**config.mk**
```make
export PLATFORM = sky130hd
export DESIGN_NAME = gray_ptr_gen
export DESIGN_NICKNAME = d
export VERILOG_FILES = /design/src/rtl/cdc_gray_pkg.sv /design/src/rtl/gray_ptr_gen.sv
export SDC_FILE = /design/constraint.sdc
export NUM_CORES = 1
export LEC_CHECK = 0
export ABC_AREA = 1
export CORE_UTILIZATION = 27
export DETAILED_ROUTE_END_ITERATION = 8
export SLEW_MARGIN = 5
export SYNTH_ARGS = -nofsm -noshare
export SYNTH_HDL_FRONTEND = slang
export SYNTH_SLANG_ARGS = --single-unit
export TNS_END_PERCENT = 20
```
**constraint.sdc**
```tcl
create_clock -name clk -period 3.3 [get_ports clk]
set_clock_uncertainty 0.1 [all_clocks]
set_input_delay 0.66 -clock clk [delete_from_list [all_inputs] [get_ports clk]]
set_output_delay 0.66 -clock clk [all_outputs]
set_load 0.02 [all_outputs]
```
**src/rtl/cdc_gray_pkg.sv**
```systemverilog
// Shared types and Gray-code helpers for the asynchronous-FIFO pointer logic.
package cdc_gray_pkg;

   // Pointer role: write side reports full, read side reports empty.
   typedef enum logic {PTR_WR, PTR_RD} ptr_mode_e;

   // Helpers work on a wide vector; callers zero-extend narrower pointers
   // and truncate the result. Leading zeros do not disturb either mapping.
   localparam int unsigned GRAY_MAX_W = 32;

   function automatic logic [GRAY_MAX_W-1:0] bin2gray(input logic [GRAY_MAX_W-1:0] b);
      return b ^ (b >> 1);
   endfunction

   // XOR prefix from the MSB downward.
   function automatic logic [GRAY_MAX_W-1:0] gray2bin(input logic [GRAY_MAX_W-1:0] g);
      logic [GRAY_MAX_W-1:0] b;
      b[GRAY_MAX_W-1] = g[GRAY_MAX_W-1];
      for (int i = GRAY_MAX_W-2; i >= 0; i--) begin
         b[i] = b[i+1] ^ g[i];
      end
      return b;
   endfunction

endpackage

```
**src/rtl/gray_ptr_gen.sv**
```systemverilog
// Registered Gray-code FIFO pointer with full/empty, almost flag and level,
// evaluated against the opposite domain's synchronised Gray pointer.
module gray_ptr_gen
   import cdc_gray_pkg::*;
#(
   parameter int unsigned ADDR_W = 4,
   parameter ptr_mode_e   MODE   = PTR_WR,
   parameter int unsigned MARGIN = 2
) (
   input  logic              clk,
   input  logic              rst,
   input  logic              inc,
   input  logic [ADDR_W:0]   sync_ptr_gray,
   output logic [ADDR_W:0]   ptr_gray,
   output logic [ADDR_W-1:0] addr,
   output logic              flag,
   output logic              almost,
   output logic [ADDR_W:0]   level
);

   localparam int unsigned PW    = ADDR_W + 1;
   localparam int unsigned DEPTH = 2**ADDR_W;
   localparam logic [ADDR_W:0] AF_TH = PW'(DEPTH - MARGIN);
   localparam logic [ADDR_W:0] AE_TH = PW'(MARGIN);
   // Empty is the reset condition on the read side, so its flags start set.
   localparam logic RST_FLAG = (MODE == PTR_RD);

   logic [ADDR_W:0] bin_q, bin_d;
   logic [ADDR_W:0] gray_q, gray_d;
   logic [ADDR_W:0] level_q, level_d;
   logic            flag_q, flag_d;
   logic            almost_q, almost_d;
   logic [ADDR_W:0] sync_bin;
   logic [ADDR_W:0] full_cmp;
   logic            adv;

   assign sync_bin = PW'(gray2bin(GRAY_MAX_W'(sync_ptr_gray)));
   // Write pointer is one lap ahead when full: top two Gray bits inverted.
   assign full_cmp = {~sync_ptr_gray[ADDR_W:ADDR_W-1], sync_ptr_gray[ADDR_W-2:0]};

   // Next pointer and status; flags use the post-advance pointer so they
   // track the same edge as the pointer itself.
   always_comb begin
      adv      = inc & ~flag_q;
      bin_d    = bin_q + {{ADDR_W{1'b0}}, adv};
      gray_d   = PW'(bin2gray(GRAY_MAX_W'(bin_d)));
      flag_d   = 1'b0;
      level_d  = '0;
      almost_d = 1'b0;
      if (MODE == PTR_WR) begin
         flag_d   = (gray_d == full_cmp);
         level_d  = bin_d - sync_bin;
         almost_d = (level_d >= AF_TH);
      end else begin
         flag_d   = (gray_d == sync_ptr_gray);
         level_d  = sync_bin - bin_d;
         almost_d = (level_d <= AE_TH);
      end
   end

   // State register; reset wins over any advance request.
   always_ff @(posedge clk) begin
      if (rst) begin
         bin_q    <= '0;
         gray_q   <= '0;
         level_q  <= '0;
         flag_q   <= RST_FLAG;
         almost_q <= RST_FLAG;
      end else begin
         bin_q    <= bin_d;
         gray_q   <= gray_d;
         level_q  <= level_d;
         flag_q   <= flag_d;
         almost_q <= almost_d;
      end
   end

   assign ptr_gray = gray_q;
   assign addr     = bin_q[ADDR_W-1:0];
   assign flag     = flag_q;
   assign almost   = almost_q;
   assign level    = level_q;

endmodule
```
Word level (Yosys, flattened, before mapping):

Cells that the tools add are included.

* register bits after elaboration: 17
* input bits: 8
* output and inout port bits: 16
* logic and storage cells: 17

* add/subtract/negate cells: 2
* order comparisons: 1
* equal/unequal tests: 1
* bitwise logic cells: 8

Operators with widths (count)
* $add 5x1->5: 1
* $eq 5x5->1: 1
* $ge 5x4->1 const B: 1
* $sub 5x5->5: 1
* $xor 5x4->5: 1
* $xor 1x1->1: 4
* $not 2->2: 1
* $and 1x1->1: 1
* $not 1->1: 1

Logic depth before layout (Yosys ltp):

* depth after elaboration: 6
* gate-level depth with buffers: 13
* gate-level depth less buffers: 13

Least setup slack after synthesis:

Ideal clock, no wire load.

* path kind: in2reg
* start point: in sync_ptr_gray[4]
* end point: reg almost_q (netlist: almost)
* setup time: 0.119 ns
* arrival time: 2.263 ns
* required time: 3.081 ns
* path slack: 0.819 ns
* stages: 13
* buffers on the path: 0
* cell sequence: xnor2_1 -> or2_1 -> nand2_2 -> nand2_1 -> nand3_1 -> nand2_1 -> inv_1 -> ha_1 -> fa_1 -> o21ai_0 -> nand2_1 -> nand2_1 -> o21ai_1

* longest elaborated chain between the ends: 6

Ends and longest elaborated chain
* from (decl): line gray_ptr_gen.sv:13 `input logic [ADDR_W:0] sync_ptr_gray,`
* $xor 1x1->1 (4 in series): line cdc_gray_pkg.sv:20 `b[i] = b[i+1] ^ g[i];`
* $sub 5x5->5 (*): line gray_ptr_gen.sv:52 `level_d = bin_d - sync_bin;`
* $ge 5x4->1 (*): line gray_ptr_gen.sv:53 `almost_d = (level_d >= AF_TH);`
* to (signal assigned): line gray_ptr_gen.sv:74 `almost_q <= almost_d;`
* to (decl): line gray_ptr_gen.sv:32 `logic almost_q, almost_d;`

Every way passes the cells marked *; elsewhere a longest branch is shown, timed or not.
A chain may end at the register's enable or synchronous reset.

Worst setup path in the final report:

Ends and elaborated chain as after synthesis.

==> run summary <==
cell family contributing the most delay on the critical path = simple AND/OR/NAND/NOR gates
fin util = 0.377
Crit path depth = 14
GRT Overall Usage = 0.122
Pwr Density = 417 nW/µm²
final period utilization = 0.866
dpl cells = 210
final-report hold violation count = 0
WP data arrival = 2.96 ns
Pre-Repair DR Iteration Count = 4
Slew Limit Fails = 0
nets = 184
grt total ovfl = 0
CP max stage delay = 0.47 ns
# fillers = 357
vias in the first global route = 914
R2R Path Start = flag
synthesis-to-finish area growth = 31.6%
Max Root-Sink Buffers = 2
cts hold-fix bufs = 0
htree depth = 1
worst setup margin = 0.442 ns
crit path to = almost
Setup TNS Final = 0 ns
largest area contributor in the netlist = dfxtp_1
setup slack at placement = 0.135 ns
layout cells sized above 1 = 0.0774
CTS sink count = 16
Clk Tree Root Cell = clkbuf_4
Synth Register Bits = 16
Post-CTS Setup Inserts = 0
worst min path class = flop to flop
clk slew on worst S/H paths = 0.11 ns
Max Cap Viol = 0
Final HPWL DP = 1.75 mm
TritonCTS clock tree = done
initial antenna violation count = 0
Min Clock Period, post-route = 2.86 ns
origin of the worst setup path = sync_ptr_gray[4]
Top Ports = 24
YS warnings = 0
Worst Reg-to-Reg Cells = 10
Mapped Area = 978 µm²
crit start category = input port
most common cell in the synthesized netlist = nand2_1
Post-Syn Nets = 158
Total Wirelength = 2.19 mm
Fmax achieved = 350 MHz
FF-to-FF setup slack = 1.13 ns
# rows = 21
status = completed
Crit-path slowest cell = clkdlybuf4s50_1
register area share after synthesis = 0.327
Design Power = 0.537 mW
Die Area = 3870 µm²
vias after detailed routing = 962
chip height = 62.2 µm
Worst VDD drop = 0.201 mV
Setup-failing EPs final = 0
Placer Congestion = 0.811
Post-Place Cell Area = 1250 µm²
leakage power = 0.594 nW
detailed-route vias per instance = 4.50
Rel. slew slack = 0.618
non-filler cells, final = 214
Post-route DRC = 0
antenna-violating nets left = 0
Post-Syn Instances = 143
largest net degree at the start of global routing = 15
die width = 62.2 µm
clock latency on the worst-skew pair = 0.30 ns
Diodes inserted = 0
reg2reg end = almost
crit-path cells = clkdlybuf4s50_1 > xnor2_1 > or2_1 > nand2_2 > nand2_1 > nand3_1 > nand2_1 > inv_1 > ha_1 > fa_1 > o21ai_0 > nand2_1 > nand2_1 > o21ai_1
CTS Buf Count = 3
WL per Instance = 10.2 µm
Port Buffers = 23
CP endpoint kind = flop
unrepaired setup endpoints after global routing = false
wire length of the first global-routing pass = 3.83 mm
Syn Area/Cell = 6.84 µm²
CORE AREA = 3420 µm²
Post-synth EDFFs = 0
ys flop type = dfxtp_1
Yosys top cell area share = 0.327
number of gates resized after CTS = 0
crit path kind = input port to flop
Buf+Inv Stages, Crit Path = 2
worst slew pin tran = 0.571 ns
post-synthesis async set-or-reset flop share = 0
main area contributors after synthesis = dfxtp_1 33%, nand2_1 15%, nand3_1 11%
fin area = 1290 µm²
worst-path maximum fanout = 3
most frequent CP cell = nand2_1
Distinct cells, synth = 21
worst hold slack = 0.524 ns
synth cell count leaders = 38 x nand2_1, 22 x nand3_1, 17 x inv_1
Req. time, crit path = 3.40 ns
1st-iter DRT viols = 88
Starting Density = 0.286
routing by layer:
metal,vias up,wire length (µm),share of wire,GRT usage
li1,504,-,-,-
met1,438,1000,0.46,0.144
met2,18,1090,0.50,0.213
met3,2,90,0.041,0.0441
met4,0,10,0.0046,0.0233
met5,-,0,0,0
state kept, by name, indices dropped and copies added, names as in the netlist:
| register | cells |
|---|---|
| almost | 1 |
| bin_q | 5 |
| flag | 1 |
| level | 5 |
| ptr_gray | 4 |
layout by cell type (no fill, tap or decap), drive strengths merged:
cell type / count
inv: 17
a21oi: 6
nand3b: 2
nand3: 22
o21ai: 5
ha: 6
clkbuf: 4
nand2: 45
fa: 1
nor2: 15
nand4: 2
xnor2: 1
xor2: 2
clkdlybuf4s50: 23
dfxtp: 16
or2: 1
how the worst min path moves through the flow:
stage	startpoint	end	slack, ns	depth (start not counted)
6_report	bin_q[4]	bin_q[4]	0.52	3
5_1_grt	bin_q[4]	bin_q[4]	0.57	3
4_1_cts	bin_q[4]	bin_q[4]	0.53	3
3_5_place_dp	bin_q[4]	bin_q[4]	0.50	3
3_3_place_gp	bin_q[4]	bin_q[4]	0.49	3
2_1_floorplan	bin_q[4]	bin_q[4]	0.56	3
worst reg2reg max path, stage by stage, from the launching register on:
cell	delay, ns
dfxtp_1	0.32
nor2_1	0.15
ha_1	0.29
nand3_1	0.13
nand2_1	0.09
nand2_1	0.13
ha_1	0.37
a21oi_1	0.15
o21ai_0	0.12
nor2_1	0.15
o21ai_1	0.08
layout make-up:
cell class	count	area [µm²]	share of cell area
multi-input cells	108	579	0.450
flip-flops and latches	16	320	0.249
repair buffers	23	230	0.179
inverters	17	63.8	0.0496
clock buffers	4	36.3	0.0282
well taps	46	57.6	0.0447
logic make-up after synthesis:
kind of cell | share of synthesized area
XOR/XNOR | 0.0269
AND/OR/NAND/NOR | 0.408
flip-flops | 0.327
adder cells (fa/ha/maj) | 0.0972
buffers and inverters | 0.0806
AO/OA/AOI/OAI | 0.0601
report_power, final:
part | internal [mW] | switching, mW | leakage, nW | total, mW
Combinational | 0.0784 | 0.0982 | 0.442 | 0.177
Sequential | 0.213 | 0.00909 | 0.131 | 0.222
Clock | 0.0673 | 0.0707 | 0.0210 | 0.138
Total | 0.359 | 0.178 | 0.594 | 0.537
(Power assumes the default switching activity.)
